===== src/rtl/cache_fill_controller.sv =====
// cache_fill_controller
//   Sequencing FSM between a CPU request port, a direct-mapped cache array
//   and a multi-cycle main memory. Read hits are served from the cache. Read
//   misses refill the whole block word by word, then serve from the cache.
//   Writes go through to memory and update the cache only on a hit
//   (no-write-allocate). Saturating hit/miss statistics counters are kept.
//
// Ports
//   clk      in   rising-edge clock
//   rst      in   asynchronous active-low reset
//   cpuReq   in   CPU request, held until cpuReady
//   cpuWr    in   1 = write, 0 = read
//   hit      in   tag-compare result for the current CPU address
//   memReady in   memory finished the current word read/write
//   statClr  in   synchronous clear of hitCnt/missCnt
//   cRead    out  cache array read enable
//   cWrite   out  cache array write enable (fill word or write-through update)
//   rRead    out  memory read request
//   rWrite   out  memory write request
//   selOut   out  CPU data mux: 1 = cache, 0 = memory
//   cpuReady out  one-cycle completion pulse
//   busy     out  controller not idle
//   fillIdx  out  word offset of the current refill beat
//   hitCnt   out  saturating hit counter
//   missCnt  out  saturating miss counter
module cache_fill_controller #(
    parameter int BLOCK_WORDS = 4,
    parameter int WORD_W      = 2,
    parameter int CNT_W       = 16
) (
    input  logic              clk,
    input  logic              rst,
    input  logic              cpuReq,
    input  logic              cpuWr,
    input  logic              hit,
    input  logic              memReady,
    input  logic              statClr,
    output logic              cRead,
    output logic              cWrite,
    output logic              rRead,
    output logic              rWrite,
    output logic              selOut,
    output logic              cpuReady,
    output logic              busy,
    output logic [WORD_W-1:0] fillIdx,
    output logic [CNT_W-1:0]  hitCnt,
    output logic [CNT_W-1:0]  missCnt
);

    typedef enum logic [2:0] {
        IDLE,
        RD_HIT,
        FILL,
        WR_MEM,
        DONE
    } state_t;

    state_t state;
    logic   hitLatch;
    logic   accept;
    logic   last_beat;

    // Every accepted request, read or write, counts as exactly one hit or miss.
    assign accept    = (state == IDLE) && cpuReq;
    assign last_beat = (fillIdx == WORD_W'(BLOCK_WORDS - 1));

    always_ff @(posedge clk or negedge rst) begin
        if (!rst) begin
            state    <= IDLE;
            fillIdx  <= '0;
            hitCnt   <= '0;
            missCnt  <= '0;
            hitLatch <= 1'b0;
        end else begin
            // Clear has priority over a same-edge increment.
            if (statClr) begin
                hitCnt  <= '0;
                missCnt <= '0;
            end else if (accept) begin
                if (hit) begin
                    if (hitCnt != '1) hitCnt <= hitCnt + 1'b1;
                end else begin
                    if (missCnt != '1) missCnt <= missCnt + 1'b1;
                end
            end

            case (state)
                IDLE: begin
                    if (cpuReq) begin
                        if (cpuWr) begin
                            state    <= WR_MEM;
                            hitLatch <= hit;
                        end else if (hit) begin
                            state <= RD_HIT;
                        end else begin
                            state   <= FILL;
                            fillIdx <= '0;
                        end
                    end
                end
                RD_HIT: state <= IDLE;
                FILL: begin
                    if (memReady) begin
                        // Power-of-two block: increment wraps to 0 on the last beat.
                        fillIdx <= fillIdx + 1'b1;
                        if (last_beat) state <= RD_HIT;
                    end
                end
                WR_MEM: begin
                    if (memReady) state <= DONE;
                end
                DONE:    state <= IDLE;
                default: state <= IDLE;
            endcase
        end
    end

    always_comb begin
        cRead    = 1'b0;
        cWrite   = 1'b0;
        rRead    = 1'b0;
        rWrite   = 1'b0;
        selOut   = 1'b0;
        cpuReady = 1'b0;
        busy     = (state != IDLE);
        case (state)
            RD_HIT: begin
                cRead    = 1'b1;
                selOut   = 1'b1;
                cpuReady = 1'b1;
            end
            FILL: begin
                rRead  = 1'b1;
                cWrite = memReady;
            end
            WR_MEM: begin
                rWrite = 1'b1;
                cWrite = memReady && hitLatch;
            end
            DONE:    cpuReady = 1'b1;
            default: ;
        endcase
    end

endmodule


===== config.mk =====
export PLATFORM = sky130hd
export DESIGN_NAME = cache_fill_controller
export DESIGN_NICKNAME = d
export VERILOG_FILES = /design/src/rtl/cache_fill_controller.sv
export SDC_FILE = /design/constraint.sdc
export NUM_CORES = 1
export LEC_CHECK = 0
export BUFFER_PORTS_ARGS = -buffer_cell sky130_fd_sc_hd__buf_2
export CORE_UTILIZATION = 50
export CTS_CLUSTER_SIZE = 8
export DETAILED_ROUTE_END_ITERATION = 10
export PLACE_DENSITY_LB_ADDON = 0.12
export SLEW_MARGIN = 20
export SYNTH_ARGS = -nofsm -noshare
export SYNTH_HDL_FRONTEND = slang
export SYNTH_SLANG_ARGS = --single-unit

===== constraint.sdc =====
create_clock -name clk -period 2.5 [get_ports clk]
set_input_delay 0.25 -clock clk [delete_from_list [all_inputs] [get_ports clk]]
set_output_delay 0.25 -clock clk [all_outputs]
set_load 0.02 [all_outputs]

==> metrics.yaml, run 1 <==
nets: 300
die_w_um: 67.49
hold_violations: 0
final.setup.tns_ps: 0
drt_iter0_markers: 131
path_cells: "or4b_4 > or4_4 > nor3_1 > xnor2_1 > nor2_1"
totalWireLength_um: 4681
yosysSeqAreaShare: 0.4434
avgSynthCellArea_um2: 8.899
gp_congestion: 0.8261
drc_errors: 0
grt_start_max_net_pins: 39
wire_per_inst_um: 13.73
timing.final.crit_share: 0.8979
grt_pass1_wl_um: 8010
crit_arrival_ps: 2390
rows: 23
maxCapViolCount: 0
placed_cells: 333
rr_startpoint: "state[1]"
fmax_mhz: 445.5
synth_edf_count: 0
cp_num_cells: 5
hold_class: "input pin to async pin"
ios: 48
power-per-cell-area_nw_per_um2: 644.9
fp.dieArea_um2: 4555
status: "finished, final reports clean"
stdcell_area_um2: 2525
setup_viol: 0
cp-startpoint: "state[1]"
grt_usage: 0.2303
final_core_util: 0.6223
crit_required_ps: 2650
clockRootBuffer: "clkbuf_8"
worstMarginPinSlew_ps: 838.1
cts_tree: "yes"
post-dp-hpwl_um: 3326
via_per_inst: 5.733
critical_path.endpoint: "hitCnt[15]"
path_class: "flop to flop"
synth_nets: 251
synth_area_um2: 2145
synthCells: 241
reg2reg_depth: 5
yosysTopAreaCell: "dfrtp_1"
antenna_found_initial: 0
dieHeight_um: 67.49
p_leak_nw: 1.176
synth_top_family_by_area: "simple AND/OR/NAND/NOR gates"
synth_top_area_frac: 0.4434
yosys_warnings: 0
netlist_top_cells_area: "dfrtp_1 (44%), nor2_1 (6.0%), xnor2_1 (5.3%)"
min_period_ps: 2245
rsz0062_at_grt: "false"
drive_gt1_frac: 0.2199
drtAntennaViolNets: 0
power_mw: 1.628
synth_mux_area_frac: 0.01984
num_vias: 1955
path_clk_slew_ps: 70
dr.pass1.iters: 4
grt_overflow: 0
final_cell_count_no_fill: 341
cts-htree-levels: 2
dpl_cell_area_um2: 2427
max_stage_delay_ps: 610
r2r_setup_slack_ps: 260
syn2layout_area_growth_pct: 17.74
clkSinkCount: 38
synth_ff_type: "dfrtp_1"
start_util: 0.5285
ys_seq_elements: 38
ir_drop_uv: 419.1
crit_family: "simple AND/OR/NAND/NOR gates"
crit_slowest_cell: "or4b_4"
design.core.area_um2: 4058
r2r_end: "hitCnt[15]"
synthArstFlopShare: 1.000
crit_fanout: 10
cts_made_buffers: 5
synthXorXnorAreaFrac: 0.08576
synth_compound_area_frac: 0.07410
end_kind: "flop"
insertedDiodeCount: 0
fin_worst_skew_ps: 7.612
ctsLongestPathBuffers: 2
worstSkewPairLatency_ps: 290
slew_viol_final: 0
yosys.area_share.simple: 0.3261
yosys.area_share.adder: 0.01750
synth_cell_type_count: 39
first_global_vias: 1782
cp_num_buf_inv: 0
portBuffers: 47
slew_headroom: 0.4413
startpoint_type: "flop"
[layout make-up]
cell class / instances / area (µm²)
clock buffer: 7 / 86.33
clock inverter: 1 / 5.005
fill: 353 / 1533
inverter: 7 / 26.28
multi-input combinational: 187 / 1129
sequential: 38 / 950.9
tap: 50 / 62.56
timing repair buffer: 51 / 265.3
[state kept, by name (all words and copies together), names as in the netlist]
signal	count
hitCnt	16
missCnt	16
fillIdx	2
hitLatch	1
state	3
[layout by cell type, fill, tap and decap left out, types with 2 or more instances in the layout]
cell type  synthesis  routed
ha_1               3       3
o21ai_0            7       7
dfrtp_1           38      38
and4_1             3       3
nor4_1             6       5
inv_1              7       7
a31oi_1            3       3
a211oi_1           2       2
or4_1              2       2
and2_1             2       2
nor3b_1            3       3
nand4b_1           2       2
and3_1             8       8
clkbuf_8           0       6
buf_4              1       4
nor3_1            16      16
o31ai_1            2       2
mux2_2             2       2
nand4_1           13      13
nor2b_1            5       5
xor2_1             8       8
nor2_1            34      34
a21oi_1            7       7
mux2i_1            2       2
buf_2              0      47
nand3_1           15      15
xnor2_1           13      13
nand2_1           18      18
[kinds of logic (layout without fill, tap and decap cells)]
logic type      count (synthesis)  in the layout
simple gates                  133            133
flops                          38             38
compound gates                 26             26
xor+xnor                       21             21
buf+inv                        16             66
mux                             4              4
fa+ha+maj                       3              3
[per-layer routing]
layer  routed length, µm  global-route usage  vias up  part of all wire
li1                    -                   -      961                 -
met4                  56             0.07713        0             0.012
met3                 153             0.04054        7             0.033
met5                   0                   0        -                 0
met2                2309              0.3812       40              0.49
met1                2161              0.3011      947              0.46
[per-stage QoR]
step	hold slack (ps)	worst slack (ps)
after floorplan	-45.59	289.1
after global placement	415.1	291.1
after detailed placement	403.0	282.0
after CTS	91.21	263.4
after global routing	150.4	115.3
final	63.64	255.3
[cells in the mapped netlist, types with 3 or more instances]
master / count
a21oi_1: 7
and4_1: 3
nor2b_1: 5
o21ai_0: 7
inv_1: 7
nor3b_1: 3
nand4_1: 13
xnor2_1: 13
clkbuf_1: 7
dfrtp_1: 38
xor2_1: 8
a31oi_1: 3
nand3_1: 15
nand2_1: 18
and3_1: 8
nor3_1: 16
nor2_1: 34
nor4_1: 6
ha_1: 3
[timing repair]
action	4_1_cts	5_1_grt
setup buffers	0	0
setup endpoints to repair	0	1
resized for setup	0	1
hold buffers	0	0
[where the power goes]
| part | switching [mW] | total [mW] | internal [mW] |
|---|---|---|---|
| registers | 0.0583 | 0.722 | 0.663 |
| clock network | 0.213 | 0.436 | 0.223 |
| logic | 0.301 | 0.471 | 0.170 |
[worst min-delay path by stage]
stage / endpoint / slack (ps) / cells past startpoint
after floorplan: fillIdx[0] / -50 / 0
after global placement: hitCnt[12] / 420 / 1
after detailed placement: hitCnt[10] / 400 / 1
after CTS: missCnt[5] / 90 / 1
after global routing: hitCnt[14] / 150 / 1
final: hitCnt[10] / 60 / 1
(Power assumes the default switching activity.)
==> run 2: changes to the inputs <==
--- a/config.mk
+++ b/config.mk
@@ -6,7 +6,7 @@
 export NUM_CORES = 1
 export LEC_CHECK = 0
 export BUFFER_PORTS_ARGS = -buffer_cell sky130_fd_sc_hd__buf_2
-export CORE_UTILIZATION = 50
+export CORE_UTILIZATION = 54
 export CTS_CLUSTER_SIZE = 8
 export DETAILED_ROUTE_END_ITERATION = 10
 export PLACE_DENSITY_LB_ADDON = 0.12
==> run 2 against run 1 <==
- sequential cell count did not move
- wire length fell by 1.5%
- die area fell by 7.2%
- critical path depth did not move
- sequential share of layout area rose by 0.075 points
- register-to-register slack got worse by 20 ps
- first-iteration DRC count rose by 23%
- global-route usage rose by 1.8 points
- final cell count fell by 0.59%
- count of clock-buffer cells in the layout fell by 1
- critical path type unchanged
==> metrics.yaml, run 2 (same netlist as run 1, synthesis figures left out) <==
status: "finished, final reports clean"
worstSkewPairLatency_ps: 290  # about the same
slew_viol_final: 0  # unchanged
drc_errors: 0  # unchanged
postCtsResizedCells: 0  # unchanged
drtAntennaViolNets: 0  # unchanged
cp_num_buf_inv: 0  # unchanged
p_leak_nw: 1.175  # about the same
start_util: 0.5729  # +0.04434
worstMarginPinSlew_ps: 814.5  # -23.62 ps
fin_worst_skew_ps: 6.826  # -0.7866 ps
end_kind: "flop"
first_global_vias: 1743  # -2.2%
syn2layout_area_growth_pct: 17.50
multi_input_area_um2: 1122  # -0.55%
maxCapViolCount: 0  # unchanged
grt_start_max_net_pins: 39  # unchanged
crit_arrival_ps: 2490  # +100 ps
slew_headroom: 0.4570  # +0.01575
post-cts-setup-buffer-count: 0  # unchanged
timing.final.crit_share: 0.9062  # +0.008294
rows: 22  # -4.3%
fp.dieArea_um2: 4228  # -7.2%
dr.pass1.iters: 4  # unchanged
fmax_mhz: 441.4  # -0.92%
path_cells: "or4b_4 > nor4_1 > o21ai_1 > or4_1 > nand2_1"
grt_usage: 0.2488  # +0.01845
setup_viol: 0  # unchanged
ir_drop_uv: 372.9  # -11%
crit_slowest_cell: "or4b_4"
dieHeight_um: 65.02  # -3.7%
crit_required_ps: 2730  # +80 ps
rr_startpoint: "state[1]"
post-dp-hpwl_um: 3198  # -3.8%
design.core.area_um2: 3744  # -7.7%
power-per-cell-area_nw_per_um2: 646.3  # +0.22%
min_period_ps: 2265  # +20.73 ps
wire_per_inst_um: 13.60  # -0.91%
hold_class: "input pin to async pin"
cp-startpoint: "state[1]"
gp_congestion: 0.8671  # +5.0%
startpoint_type: "flop"
drt_iter0_markers: 161  # +23%
cts_tree: "yes"
nets: 300  # unchanged
rsz0062_at_grt: "false"
clkSinkCount: 38  # unchanged
grt_pass1_wl_um: 8024  # +0.17%
clockRootBuffer: "clkbuf_8"
final_cell_mix: "buf_2 (47), dfrtp_1 (38), nor2_1 (34), nand2_1 (18), nor3_1 (16)"
via_per_inst: 5.622  # -1.9%
insertedDiodeCount: 0  # unchanged
largest_registers: "hitCnt x16, missCnt x16, state x3"
num_vias: 1906  # -2.5%
portBuffers: 47  # unchanged
totalWireLength_um: 4611  # -1.5%
cts-htree-levels: 2  # unchanged
ctsLongestPathBuffers: 2  # unchanged
final_core_util: 0.6731  # +0.05086
path_clk_slew_ps: 80  # about the same
final_common_cell: "buf_2"
grt_overflow: 0  # unchanged
cts-hold-fix-buffers: 0  # unchanged
path_class: "flop to flop"
max_stage_delay_ps: 600  # about the same
regArea_um2: 950.9  # unchanged
hold_violations: 0  # unchanged
cts_made_buffers: 5  # unchanged
antenna_found_initial: 0  # unchanged
ios: 48  # unchanged
fill_cells: 336  # -4.8%
crit_family: "simple AND/OR/NAND/NOR gates"
final.setup.tns_ps: 0  # unchanged
drive_gt1_frac: 0.2199  # unchanged
crit_fanout: 10  # unchanged
die_w_um: 65.02  # -3.7%
run 2: worst register-to-register path: cells and delay by family, from the launching register on:
| kind | cells | cell delay (ps) |
|---|---|---|
| flip-flops | 1 | 470 |
| AND/OR/NAND/NOR | 4 | 1530 |
| AO/OA/AOI/OAI | 1 | 210 |
run 2: cell type report:
cell class,instances,area share
Timing Repair Buffer,51,0.1053
Clock inverter,2,0.004965
Clock buffer,6,0.03277
Sequential cell,38,0.3774
Multi-Input combinational cell,187,0.4454
Tap cell,48,0.02383
Inverter,7,0.01043
run 2: routing by layer:
metal  track usage  part of all wire
met5             0                 0
met3       0.04225             0.036
met2        0.3984              0.47
met4       0.08424             0.016
met1        0.3401              0.48
run 2: final timing paths:
check                      cells past startpoint           to  slack, ps
min in group clk                               2     state[2]        270
setup reg to reg                               5   missCnt[9]        230
hold reg to reg                                2     hitLatch        490
hold / removal                                 1    hitCnt[3]         50
max in group asynchronous                      1  missCnt[15]       1930
setup / recovery                               5   missCnt[9]        230
run 2: report_power, final:
part / total [mW] / internal [mW] / switching (mW)
Combinational: 0.468 / 0.169 / 0.300
Sequential: 0.719 / 0.663 / 0.0555
Clock: 0.442 / 0.222 / 0.220
Total: 1.63 / 1.05 / 0.575
run 2: per-stage QoR:
step / instances / setup WS [ps] / instance area [µm²] / hold slack [ps] / total power, mW
after detailed placement: 331 / 251.8 / 2425 / 398.0 / 1.202
after global routing: 339 / 146.3 / 2520 / 122.3 / 1.726
final: 339 / 234.5 / 2520 / 50.70 / 1.629
after floorplan: 241 / 289.1 / 2145 / -45.59 / 1.078
after CTS: 339 / 236.8 / 2520 / 86.75 / 1.639
after global placement: 331 / 344.0 / 2425 / 404.2 / 1.198
==> run 3: changes to the inputs <==
--- a/config.mk
+++ b/config.mk
@@ -5,11 +5,13 @@
 export SDC_FILE = /design/constraint.sdc
 export NUM_CORES = 1
 export LEC_CHECK = 0
+export ABC_AREA = 1
 export BUFFER_PORTS_ARGS = -buffer_cell sky130_fd_sc_hd__buf_2
-export CORE_UTILIZATION = 54
+export CORE_UTILIZATION = 50
 export CTS_CLUSTER_SIZE = 8
 export DETAILED_ROUTE_END_ITERATION = 10
 export PLACE_DENSITY_LB_ADDON = 0.12
+export SKIP_LAST_GASP = 1
 export SLEW_MARGIN = 20
 export SYNTH_ARGS = -nofsm -noshare
 export SYNTH_HDL_FRONTEND = slang
==> constraint.sdc (replaced) <==
create_clock -name clk -period 1.93 [get_ports clk]
set_input_delay 0.193 -clock clk [delete_from_list [all_inputs] [get_ports clk]]
set_output_delay 0.193 -clock clk [all_outputs]
set_load 0.02 [all_outputs]
==> run 3 against run 2 <==
- wire length up 25%
- maximum frequency up 28%
- die area up 25%
- design area up 17%
- critical path depth up 5
- clock power up 30%
- hold slack better by 120 ps
- core utilization down 5.5 points
==> metrics.yaml, run 3 <==
end_kind: "flop"
worstSkewPairLatency_ps: 290  # about the same
min_period_ps: 1773  # -493.0 ps
hold_violations: 0  # unchanged
num_vias: 2399  # +26%
grt_usage: 0.2364  # -0.01237
largest_registers: "hitCnt x16, missCnt x16, state x3"
path_clk_slew_ps: 80  # about the same
synthArstFlopShare: 1.000  # unchanged
drive_gt1_frac: 0.2195  # -0.0004799
insertedDiodeCount: 0  # unchanged
cts_tree: "yes"
design.core.area_um2: 4755  # +27%
path_class: "flop to flop"
yosysTopAreaCell: "dfrtp_1"
rr_startpoint: "missCnt[0]"
r2r_end: "missCnt[14]"
postCtsResizedCells: 0  # unchanged
hold_end: "state[2]"
wire_per_inst_um: 12.27  # -9.8%
holdPathStages: 3
first_global_vias: 2112  # +21%
avgSynthCellArea_um2: 7.224  # -19%
reg2reg_depth: 10  # +5
ios: 48  # unchanged
ys_seq_elements: 38  # unchanged
die_w_um: 72.60  # +12%
crit_arrival_ps: 2010  # -480 ps
dpl_cell_area_um2: 2825  # +17%
rsz0062_at_grt: "false"
r2r_setup_slack_ps: 160  # -80 ps
synth_ff_type: "dfrtp_1"
ir_drop_uv: 575.5  # +54%
antenna_found_initial: 0  # unchanged
cts_made_buffers: 5  # unchanged
drtAntennaViolNets: 0  # unchanged
post-dp-hpwl_um: 4046  # +27%
syn2layout_area_growth_pct: 17.87
dieHeight_um: 72.60  # +12%
status: "finished, final reports clean"
nets: 410  # +37%
timing.final.crit_share: 0.9184  # +0.01221
synth_area_um2: 2492  # +16%
drt_iter0_markers: 114  # -29%
grt_start_max_net_pins: 33  # -15%
yosysSeqAreaShare: 0.3815  # -0.06188
final_cell_mix: "nand2_1 (133), buf_2 (47), nor2_1 (38), dfrtp_1 (38), nand4_1 (28)"
clockRootBuffer: "clkbuf_8"
synth_top_area_frac: 0.3815  # -0.06188
totalWireLength_um: 5741  # +25%
synth_edf_count: 0  # unchanged
cts-htree-levels: 2  # unchanged
via_per_inst: 5.126  # -8.8%
final_common_cell: "nand2_1"
fp.dieArea_um2: 5271  # +25%
grt_overflow: 0  # unchanged
setup_slack_ps: 157.5  # -77.04 ps
synth_nets: 355  # +41%
holdCritStartpoint: "memReady"
power-per-cell-area_nw_per_um2: 744.5  # +15%
crit_fanout: 18  # +8
netlist_top_cells_area: "dfrtp_1 (38%), nand2_1 (20%), nand4_1 (7.0%)"
dr.pass1.iters: 4  # unchanged
clkSinkCount: 38  # unchanged
slew_headroom: 0.6181  # +0.1611
hold_class: "input pin to flop"
rows: 25  # +14%
yosys-top-cells-count: "nand2_1 (133), dfrtp_1 (38), nor2_1 (38), nand4_1 (28), inv_1 (23)"
fill_cells: 462  # +38%
synth_cell_type_count: 25  # -36%
p_leak_nw: 1.558  # +33%
fin_worst_skew_ps: 8.450  # +1.624 ps
stdcell_area_um2: 2938  # +17%
startpoint_type: "flop"
final.setup.tns_ps: 0  # unchanged
ctsLongestPathBuffers: 2  # unchanged
start_util: 0.5242  # -0.04865
setup_viol: 0  # unchanged
portBuffers: 47  # unchanged
drc_errors: 0  # unchanged
synthCells: 345  # +43%
yosys_warnings: 0  # unchanged
fmax_mhz: 564.2  # +28%
gp_congestion: 0.8224  # -5.2%
maxCapViolCount: 0  # unchanged
crit_required_ps: 2170  # -560 ps
slew_viol_final: 0  # unchanged
grt_pass1_wl_um: 9756  # +22%
worstMarginPinSlew_ps: 572.8  # -241.6 ps
dpl_worst_slack_ps: 186.9  # -64.97 ps
synth.most_common_cell: "nand2_1"
[run 3: changes by cell type in the layout (fill, tap and decap cells not counted), sizes merged, moves of 7 or more]
| cell | delta |
|---|---|
| nand2 | +119 |
| inv | +19 |
| nand4 | +15 |
| nor2 | +15 |
| nor3 | -15 |
| xnor2 | -13 |
| and3 | -8 |
| o21bai | +8 |
| nand3 | +7 |
[run 3: final cells by class]
cell class | instances | area, µm² | area share
clock buffer | 7 | 86.33 | 0.02939
timing repair buffer | 55 | 322.8 | 0.1099
multi-input combinational | 274 | 1391 | 0.4736
sequential | 38 | 950.9 | 0.3237
tap | 67 | 83.83 | 0.02853
clock inverter | 1 | 5.005 | 0.001704
inverter | 26 | 97.59 | 0.03322
[run 3: metrics by stage]
step | total power [mW] | hold slack (ps) | std cells | util
2_1_floorplan | 1.423 | -102.6 | 345 | -
3_3_place_gp | 1.611 | 219.8 | 458 | 0.5942
3_5_place_dp | 1.623 | 214.6 | 458 | 0.5942
4_1_cts | 2.205 | 160.6 | 467 | 0.6155
5_1_grt | 2.332 | 176.7 | 468 | 0.6179
6_report | 2.187 | 169.4 | 468 | 0.6179
[run 3: how the worst max path moves through the flow]
stage                     startpoint           to  cells past startpoint
after floorplan           missCnt[0]  missCnt[13]                     10
after global placement    missCnt[1]  missCnt[14]                     10
after detailed placement  missCnt[0]   missCnt[2]                     10
after CTS                 missCnt[0]  missCnt[12]                     10
after global routing      missCnt[1]   missCnt[4]                     10
final                     missCnt[0]  missCnt[14]                     10
[run 3: critical path: stages (launching register included)]
cell and delay (ps):
dfrtp_1 420, ha_1 230, nand3_2 130, inv_1 120
nand2_2 100, nor2_4 140, nor2_4 40, buf_12 150
nor2_4 230, nand2_1 80, nand2_1 70
[run 3: per-layer routing]
metal / GRT usage / part of all wire
met4: 0.06754 / 0.0092
met3: 0.04144 / 0.030
met2: 0.4164 / 0.49
met1: 0.2968 / 0.47
met5: 0 / 0
[run 3: logic make-up (layout without fill, tap and decap cells)]
| group | Yosys count | in the layout | synth area share |
|---|---|---|---|
| flops | 38 | 38 | 0.3815 |
| fa+ha+maj | 3 | 3 | 0.01506 |
| buf+inv | 34 | 89 | 0.06476 |
| xor+xnor | 8 | 8 | 0.02811 |
| compound gates | 18 | 18 | 0.04417 |
| simple gates | 244 | 245 | 0.4664 |
[run 3: power breakdown]
part | internal, mW | switching, mW | leakage [nW]
registers | 0.856 | 0.0497 | 0.525
logic | 0.226 | 0.481 | 0.985
clock network | 0.289 | 0.285 | 0.0482
total | 1.37 | 0.816 | 1.56
[run 3: timing repair]
action | 4_1_cts | 5_1_grt
hold buffers | 1 | 0
endpoints found under the hold margin | 24 | 0
buffers inserted | 0 | 0
endpoints found under the setup margin | 0 | 1
